`src/rtl/serial_operand_loader.sv`:
```
// serial_operand_loader: accepts a parallel operand pair over valid/ready and
// streams both operands LSB-first, one bit of each per transfer, with
// first/last bit markers for a downstream serial adder.
// Optional macro SERIAL_LOADER_PREFETCH_EN adds a one-entry holding register
// so consecutive words stream with no idle bubble between them.
module serial_operand_loader #(
  parameter int WIDTH = 16
) (
  input  logic             clk,
  input  logic             reset,
  input  logic             in_valid,
  output logic             in_ready,
  input  logic [WIDTH-1:0] in_a,
  input  logic [WIDTH-1:0] in_b,
  input  logic             ser_ready,
  output logic             ser_valid,
  output logic             ser_a,
  output logic             ser_b,
  output logic             ser_first,
  output logic             ser_last,
  output logic             busy
);

  localparam int CW = $clog2(WIDTH);
  localparam logic [CW-1:0] LAST_CNT = CW'(WIDTH - 1);

  typedef enum logic {
    IDLE  = 1'b0,
    SHIFT = 1'b1
  } state_e;

  state_e           state_q, state_d;
  logic [CW-1:0]    cnt_q, cnt_d;
  logic [WIDTH-1:0] shift_a_q, shift_a_d;
  logic [WIDTH-1:0] shift_b_q, shift_b_d;

  logic accept;
  logic xfer;
  logic is_last;

`ifdef SERIAL_LOADER_PREFETCH_EN
  logic [WIDTH-1:0] hold_a_q, hold_a_d;
  logic [WIDTH-1:0] hold_b_q, hold_b_d;
  logic             hold_valid_q, hold_valid_d;

  // Ready whenever the holding slot is free; forced low while reset is held.
  assign in_ready = reset & ~hold_valid_q;
`else
  // Ready only between words; forced low while reset is held.
  assign in_ready = reset & (state_q == IDLE);
`endif

  assign accept  = in_valid & in_ready;
  assign xfer    = ser_valid & ser_ready;
  assign is_last = (cnt_q == LAST_CNT);

  // Serial outputs are pure decodes of state, so they hold naturally under stall
  // and drop to 0 the instant reset clears the state register.
  assign ser_valid = (state_q == SHIFT);
  assign busy      = ser_valid;
  assign ser_a     = ser_valid & shift_a_q[0];
  assign ser_b     = ser_valid & shift_b_q[0];
  assign ser_first = ser_valid & (cnt_q == '0);
  assign ser_last  = ser_valid & is_last;

  // Next-state, counter and shift/hold register updates.
  always_comb begin
    // NOTE: every signal written here gets a default first, so no path can infer a latch.
    state_d   = state_q;
    cnt_d     = cnt_q;
    shift_a_d = shift_a_q;
    shift_b_d = shift_b_q;
`ifdef SERIAL_LOADER_PREFETCH_EN
    hold_a_d     = hold_a_q;
    hold_b_d     = hold_b_q;
    hold_valid_d = hold_valid_q;
`endif

    unique case (state_q)
      IDLE: begin
        if (accept) begin
          shift_a_d = in_a;
          shift_b_d = in_b;
          cnt_d     = '0;
          state_d   = SHIFT;
        end
      end

      SHIFT: begin
        if (xfer) begin
          shift_a_d = shift_a_q >> 1;
          shift_b_d = shift_b_q >> 1;
          cnt_d     = cnt_q + CW'(1);
        end
`ifdef SERIAL_LOADER_PREFETCH_EN
        if (xfer && is_last) begin
          cnt_d = '0;
          if (hold_valid_q) begin
            // Drain the holding slot into the shifter; refill it if a pair arrives now.
            shift_a_d    = hold_a_q;
            shift_b_d    = hold_b_q;
            hold_valid_d = accept;
            if (accept) begin
              hold_a_d = in_a;
              hold_b_d = in_b;
            end
          end else if (accept) begin
            // Empty slot at the word boundary: bypass straight into the shifter.
            shift_a_d = in_a;
            shift_b_d = in_b;
          end else begin
            state_d = IDLE;
          end
        end else if (accept) begin
          hold_a_d     = in_a;
          hold_b_d     = in_b;
          hold_valid_d = 1'b1;
        end
`else
        if (xfer && is_last) begin
          cnt_d   = '0;
          state_d = IDLE;
        end
`endif
      end

      default: state_d = IDLE;
    endcase
  end

  // State register with asynchronous active-low reset.
  always_ff @(posedge clk or negedge reset) begin
    if (!reset) begin
      state_q   <= IDLE;
      cnt_q     <= '0;
      shift_a_q <= '0;
      shift_b_q <= '0;
`ifdef SERIAL_LOADER_PREFETCH_EN
      hold_a_q     <= '0;
      hold_b_q     <= '0;
      hold_valid_q <= 1'b0;
`endif
    end else begin
      // NOTE: non-blocking assignments so every flop samples pre-edge values.
      state_q   <= state_d;
      cnt_q     <= cnt_d;
      shift_a_q <= shift_a_d;
      shift_b_q <= shift_b_d;
`ifdef SERIAL_LOADER_PREFETCH_EN
      hold_a_q     <= hold_a_d;
      hold_b_q     <= hold_b_d;
      hold_valid_q <= hold_valid_d;
`endif
    end
  end

endmodule

```
`config.mk`:
```
export PLATFORM = sky130hd
export DESIGN_NAME = serial_operand_loader
export DESIGN_NICKNAME = d
export VERILOG_FILES = /design/src/rtl/serial_operand_loader.sv
export SDC_FILE = /design/constraint.sdc
export NUM_CORES = 1
export LEC_CHECK = 0
export BUFFER_PORTS_ARGS = -buffer_cell sky130_fd_sc_hd__buf_2
export CORE_MARGIN = 1.5
export CORE_UTILIZATION = 54
export DETAILED_ROUTE_END_ITERATION = 10
export PLACE_DENSITY_LB_ADDON = 0.1
export SYNTH_ARGS = -nofsm -noshare
export SYNTH_HDL_FRONTEND = slang
export SYNTH_SLANG_ARGS = --single-unit
```
`constraint.sdc`:
```
create_clock -name clk -period 3.35 [get_ports clk]
set_input_delay 0.5025 -clock clk [delete_from_list [all_inputs] [get_ports clk]]
set_output_delay 0.5025 -clock clk [all_outputs]
set_load 0.02 [all_outputs]
```
== Word level (Yosys, flattened, before mapping) ==
Cells that the tools add are included.

* Add/subtract/negate cells: 1
* Eq/ne operators: 4
* Muxes and demuxes: 13
* Bitwise logic cells: 8
* Reduce and logical (&&, ||, !) cells: 4

{| class="wikitable"
|+ Operators by type and width
! kind !! count
|-
| two-way mux 16 bit || 4
|-
| case mux 16 bit (2 select lines) || 2
|-
| two-way mux 4 bit || 3
|-
| case mux 4 bit (2 select lines) || 1
|-
| AND 1 bit || 7
|-
| adder 4 x 1 -> 4 bit (second input constant) || 1
|-
| equality test 4 bit (second input constant) || 1
|-
| zero test 4 bit || 1
|-
| AND reduction 2 bit || 2
|-
| != test 3 x 1 -> 1 bit (second input constant) || 1
|-
| two-way mux 1 bit || 2
|-
| != test 2 x 1 -> 1 bit (second input constant) || 1
|-
| != test 2 bit (second input constant) || 1
|-
| case mux 1 bit (2 select lines) || 1
|-
| logical AND 1 bit || 1
|-
| inverter 1 bit || 1
|}

* Flip-flop bits (word level): 37
* Output and inout bits: 7
* Logic and storage cells: 34

== Longest topological paths before layout ==
Gate-level depths: netlist of run 1.

* Word-level depth: 5
* Gate-level depth with buffers: 5
* Gate-level depth less buffers: 4

== Worst setup path before layout of run 1 ==
Ideal clock, no wire load.

* Path type: register to output
* From: register state_q (netlist: busy)
* To: output port ser_first
* Data arrival time: 1,601 ps
* Path slack: 1,246 ps
* Cell stages (with the launch flop): 4
* Path buffers: 2
* Path through: dfrtp_1 buf_4 clkbuf_1 nor4bb_1

* Longest elaborated chain between the ends: 1

{| class="wikitable"
|+ Ends and longest elaborated chain
! element !! RTL line !! text
|-
| start, declared || 32 || <nowiki>state_e state_q, state_d;</nowiki>
|-
| start signal, assigned || 145 || <nowiki>state_q <= state_d;</nowiki>
|-
| AND 1 bit || 63 || <nowiki>assign ser_first = ser_valid & (cnt_q == '0);</nowiki>
|-
| end, declared || 19 || <nowiki>output logic ser_first,</nowiki>
|}

Every way passes these cells.

== Final worst setup path of run 1 ==
Ends and elaborated chain as after synthesis.

==> flow_metrics.env, run 1 <==
export IMPL_status="complete, no violations"
export IMPL_hp_class="input port to async pin"
export IMPL_cts_tree="done"
export IMPL_first_pass_iters=4
export IMPL_crit_buf_inv=2
export IMPL_critPathCaptureType="primary output"
export IMPL_p_per_area_nw_per_um2=832
export IMPL_numClockSinks=37
export IMPL_wl_um=3640
export IMPL_yosysTopAreaCell="dfrtp_1"
export IMPL_m1WireLength_um=1610
export IMPL_crit_chain="buf_4 > nor4bb_1 > buf_2"
export IMPL_cpPeakStageDelay_ns=0.50
export IMPL_final_area_sq_um=2120
export IMPL_cts_htree_levels=2
export IMPL_ant_nets=0
export IMPL_routed_via_density=5.59
export IMPL_path_class="register to primary output"
export IMPL_cts_repair_resized=0
export IMPL_track_usage=0.218
export IMPL_cts_made_buffers=5
export IMPL_grt_pass1_wl_um=5940
export IMPL_ys_types=23
export IMPL_insertion_delay_ns=0.35
export IMPL_overflow=0
export IMPL_final_period_utilization=0.689
export IMPL_antenna_cells=0
export IMPL_numPortBuffers=42
export IMPL_cts_hold_buf=0
export IMPL_total_power_w=0.00176
export IMPL_setup_viol_count_final=0
export IMPL_wl_met3_um=206
export IMPL_synth_xor_area_frac=0
export IMPL_vias=1441
export IMPL_hpwlAfterDp_um=2460
export IMPL_synth_area_sq_um=1840
export IMPL_arrival_ns=1.81
export IMPL_syn_num_nets=210
export IMPL_synth_top_cell_area_share=0.502
export IMPL_die_h_um=61.4
export IMPL_synth_area_leaders="dfrtp_1 (50%), mux2i_1 (16%), nand3_1 (9.2%), o21ai_0 (6.8%), buf_6 (2.4%)"
export IMPL_syn_to_final_growth_pct=14.9
export IMPL_cpLargestDelayFamily="buffers and inverters"
export IMPL_p_leak_nw=1.11
export IMPL_worstPathRequired_ns=2.85
export IMPL_fp_dieW_um=61.4
export IMPL_hold_viol=0
export IMPL_cap_violations=0
export IMPL_report_final_slew_viol_count=0
export IMPL_crit_fanout=44
export IMPL_fin_nets=249
export IMPL_slowest_stage="buf_4"
export IMPL_synth_area_per_cell_sq_um=10.7
export IMPL_dieArea_sq_um=3770
export IMPL_fmax_mhz=433
export IMPL_ios=43
export IMPL_ys_seq_area_frac=0.502
export IMPL_cp_num_cells=3
export IMPL_initial_utilization=0.557
export IMPL_grt_pass1_vias=1364
export IMPL_synth_top_family_by_area="multiplexers"
export IMPL_fin_skew_ns=0.0109
export IMPL_period_minus_slack_ns=2.31
export IMPL_synth_mux_area_frac=0.163
export IMPL_synth_simple_gate_area_frac=0.145
export IMPL_antenna_found_initial=0
export IMPL_post_cts_setup_buffers=0
export IMPL_tns_ns=0
export IMPL_drive_gt1_frac=0.269
export IMPL_ys_seq_elements=37
export IMPL_clkTransAtPathRegs_ns=0.11
export IMPL_fin_util=0.640
export IMPL_rsz0062_at_grt="no"
export IMPL_relSlewSlack=0.500
export IMPL_worstMarginPinSlew_ns=0.749
export IMPL_post_dp_cell_area_sq_um=2050
export IMPL_wl_met2_um=1750
export IMPL_r2r_cells=3
export IMPL_routed_top_layer="met4"
export IMPL_synthCells=172
export IMPL_synth_compound_area_frac=0.115
export IMPL_route_detailed_drc=0
export IMPL_place_congestion=0.722
export IMPL_synth_fa_ha_area_frac=0.0136
export IMPL_core_area_sq_um=3310
export IMPL_critPathLaunchType="register"
export IMPL_grt_max_degree=45
export IMPL_wire_per_inst_um=14.1
export IMPL_drt_iter0_markers=95
export IMPL_root_buffer="clkbuf_4"
export IMPL_ys_warn_count=0
export IMPL_ir_drop_mv=0.391
export IMPL_cts_buffer_depth=2
export IMPL_rows=21
## path summary, 6_finish.rpt
| kind | from | endpoint | slack (ns) |
|---|---|---|---|
| min | reset | shift_b_q[5] | 0.09 |
| max | busy | ser_first | 1.04 |
| max in group asynchronous | reset | shift_b_q[10] | 2.62 |
| min in group clk | in_b[15] | shift_b_q[15] | 0.40 |
| max reg2reg | busy | shift_a_q[10] | 1.52 |
| min reg2reg | shift_a_q[0] | shift_a_q[0] | 0.51 |
## sequential cells by signal (all words and copies together), names as in the netlist
name       cells
shift_a_q     16
shift_b_q     16
cnt_q          4
busy           1
## power by group
part / total, W / switching, W / internal [W]
combinational: 0.000741 / 0.000415 / 0.000326
clock: 0.000269 / 0.000147 / 0.000122
sequential: 0.000753 / 0.000117 / 0.000636
## kinds of logic after synthesis
kind of cell               count (synthesis)
muxes                                     30
DFF                                       37
and+or+nand+nor                           48
AOI/OAI and AO/OA                         37
buffers and inverters                     18
adders and majority gates                  2
## cell usage in the layout (no fill, tap or decap), drive strengths merged
cell type   n
nand3b      2
and3b       1
ha          2
clkinv      1
nand4       2
nor2b       1
a22o        3
dfrtp      37
buf        47
nor4bb      1
a32o        1
and4        1
inv         3
mux2i      30
clkbuf      7
nand2       3
a21oi       1
nand3      34
o21ai      32
and2        2
nand4bb     1
## metal layers
| metal | vias up | GRT usage |
|---|---|---|
| li1 | 704 | - |
| met1 | 678 | 0.271 |
| met2 | 49 | 0.359 |
| met3 | 10 | 0.0525 |
| met4 | 0 | 0.103 |
| met5 | - | 0 |
## synth_stat cells, drive strengths merged
| master | number |
|---|---|
| o21ai | 32 |
| and3b | 1 |
| nand3b | 2 |
| nand4 | 2 |
| a21oi | 1 |
| mux2i | 30 |
| clkbuf | 5 |
| buf | 10 |
| ha | 2 |
| dfrtp | 37 |
| inv | 3 |
| a22o | 3 |
| nor4bb | 1 |
| and2 | 2 |
| nand4bb | 1 |
| and4 | 1 |
| a32o | 1 |
| nand3 | 34 |
| nand2 | 3 |
| nor2b | 1 |
## metrics by stage
stage	hold slack [ns]	setup WS, ns	cells
finish	0.0918	1.04	258
global route	0.103	0.906	258
CTS	0.0998	1.03	258
detailed placement	0.486	1.24	250
global placement	0.473	1.34	250
floorplan	0.207	1.25	172
## layout make-up
cell class	count	area, sq um
fill	285	1190
sequential	37	927
multi-input combinational	117	805
timing repair buffer	47	248
clock buffer	7	65.1
tap	46	57.6
inverter	3	11.3
clock inverter	1	5.00
(Power assumes the default switching activity.)
==> run 2, diff against run 1 <==
--- a/config.mk
+++ b/config.mk
@@ -7,7 +7,7 @@
 export LEC_CHECK = 0
 export BUFFER_PORTS_ARGS = -buffer_cell sky130_fd_sc_hd__buf_2
 export CORE_MARGIN = 1.5
-export CORE_UTILIZATION = 54
+export CORE_UTILIZATION = 48
 export DETAILED_ROUTE_END_ITERATION = 10
 export PLACE_DENSITY_LB_ADDON = 0.1
 export SYNTH_ARGS = -nofsm -noshare
==> constraint.sdc (replaced) <==
create_clock -name clk -period 1.95 [get_ports clk]
set_input_delay 0.2925 -clock clk [delete_from_list [all_inputs] [get_ports clk]]
set_output_delay 0.2925 -clock clk [all_outputs]
set_load 0.02 [all_outputs]
==> flow_metrics.env, run 2 (synthesis gave the netlist of run 1 again) <==
export IMPL_num_fill_cells=316
export IMPL_timing_final_ws_setup_ns=0.145
export IMPL_route_detailed_drc=0
export IMPL_cap_violations=0
export IMPL_grt_pass1_wl_um=6490
export IMPL_final_area_sq_um=2180
export IMPL_cts_buffer_depth=2
export IMPL_post_cts_setup_buffers=0
export IMPL_hpwlAfterDp_um=2480
export IMPL_fp_dieW_um=65.0
export IMPL_ir_drop_mv=0.674
export IMPL_crit_fanout=17
export IMPL_antenna_found_initial=0
export IMPL_hp_class="input port to register"
export IMPL_cts_made_buffers=5
export IMPL_p_per_area_nw_per_um2=1440
export IMPL_cts_tree="done"
export IMPL_largestRegisters="shift_a_q (16), shift_b_q (16), cnt_q (4)"
export IMPL_worstPathRequired_ns=1.66
export IMPL_numClockSinks=37
export IMPL_numPortBuffers=42
export IMPL_rows=22
export IMPL_fin_nets=253
export IMPL_period_minus_slack_ns=1.80
export IMPL_post_dp_cell_area_sq_um=2090
export IMPL_wire_per_inst_um=14.1
export IMPL_cts_htree_levels=2
export IMPL_routed_via_density=5.50
export IMPL_p_leak_nw=1.14
export IMPL_initial_utilization=0.503
export IMPL_fin_skew_ns=0.00266
export IMPL_critPathLaunchType="input port"
export IMPL_total_power_w=0.00315
export IMPL_ant_nets=0
export IMPL_path_class="input port to primary output"
export IMPL_dieArea_sq_um=4220
export IMPL_hold_viol=0
export IMPL_fmax_mhz=554
export IMPL_relSlewSlack=0.766
export IMPL_drive_gt1_frac=0.270
export IMPL_grt_pass1_vias=1464
export IMPL_place_congestion=0.820
export IMPL_root_buffer="clkbuf_8"
export IMPL_whs_ns=0.236
export IMPL_dp_slack_ns=0.518
export IMPL_worstMarginPinSlew_ns=0.351
export IMPL_tns_ns=0
export IMPL_status="complete, no violations"
export IMPL_final_period_utilization=0.926
export IMPL_drt_iter0_markers=98
export IMPL_antenna_cells=0
export IMPL_rsz0062_at_grt="no"
export IMPL_insertion_delay_ns=0.28
export IMPL_ios=43
export IMPL_core_area_sq_um=3660
export IMPL_setup_viol_count_final=0
export IMPL_clkTransAtPathRegs_ns=0.07
export IMPL_layout_commonest_cell="buf_2"
export IMPL_arrival_ns=1.51
export IMPL_grt_max_degree=46
export IMPL_report_final_slew_viol_count=0
export IMPL_first_pass_iters=4
export IMPL_die_h_um=65.0
export IMPL_syn_to_final_growth_pct=18.4
export IMPL_track_usage=0.202
export IMPL_critPathCaptureType="primary output"
export IMPL_overflow=0
export IMPL_vias=1447
export IMPL_wl_um=3700
export IMPL_final_cell_mix="buf_2 (42), dfrtp_1 (36), nand3_1 (34)"
-- run 2: routing by layer --
| layer | track usage | wire, um |
|---|---|---|
| met5 | 0 | 0 |
| met4 | 0.0638 | 34 |
| met2 | 0.335 | 1640 |
| met1 | 0.257 | 1810 |
| met3 | 0.0538 | 218 |
-- run 2: cell type report --
class | count | area (sq um) | share of cell area
clock buffers | 7 | 86.3 | 0.0396
inverters | 3 | 11.3 | 0.00516
multi-input cells | 117 | 805 | 0.369
flip-flops and latches | 37 | 927 | 0.425
well taps | 48 | 60.1 | 0.0275
repair buffers | 51 | 293 | 0.134
-- run 2: report_power, final --
| part | switching, W | leakage (nW) | internal [W] |
|---|---|---|---|
| logic | 0.000714 | 0.628 | 0.000609 |
| registers | 0.000202 | 0.469 | 0.00110 |
| clock network | 0.000250 | 0.0443 | 0.000280 |
| total | 0.00117 | 1.14 | 0.00198 |
-- run 2: metrics by stage --
step / utilization / instances
floorplan: - / 172
finish: 0.596 / 263
CTS: 0.596 / 263
detailed placement: 0.570 / 255
global route: 0.596 / 263
global placement: 0.570 / 255
-- run 2: worst max-delay path, stage by stage --
cell and delay, ns:
dlygate4sd3_1 0.54, buf_2 0.13, buf_4 0.24, nor2b_1 0.15, buf_2 0.16
-- run 2: worst paths after layout --
kind                              start       endpoint  slack (ns)  cells after the start
setup / recovery                  reset       in_ready        0.15                      5
hold / removal                 in_a[15]  shift_a_q[15]        0.24                      2
setup reg to reg                   busy   shift_a_q[7]        0.50                      5
hold reg to reg            shift_a_q[0]   shift_a_q[0]        0.50                      2
max in group asynchronous         reset   shift_a_q[7]        1.16                      3
min in group asynchronous         reset   shift_b_q[8]        0.55                      3
-- run 2: repair_timing --
item / CTS / global route
hold endpoints to repair: 15 / 0
gates resized for setup: 0 / 0
hold buffers: 1 / 0
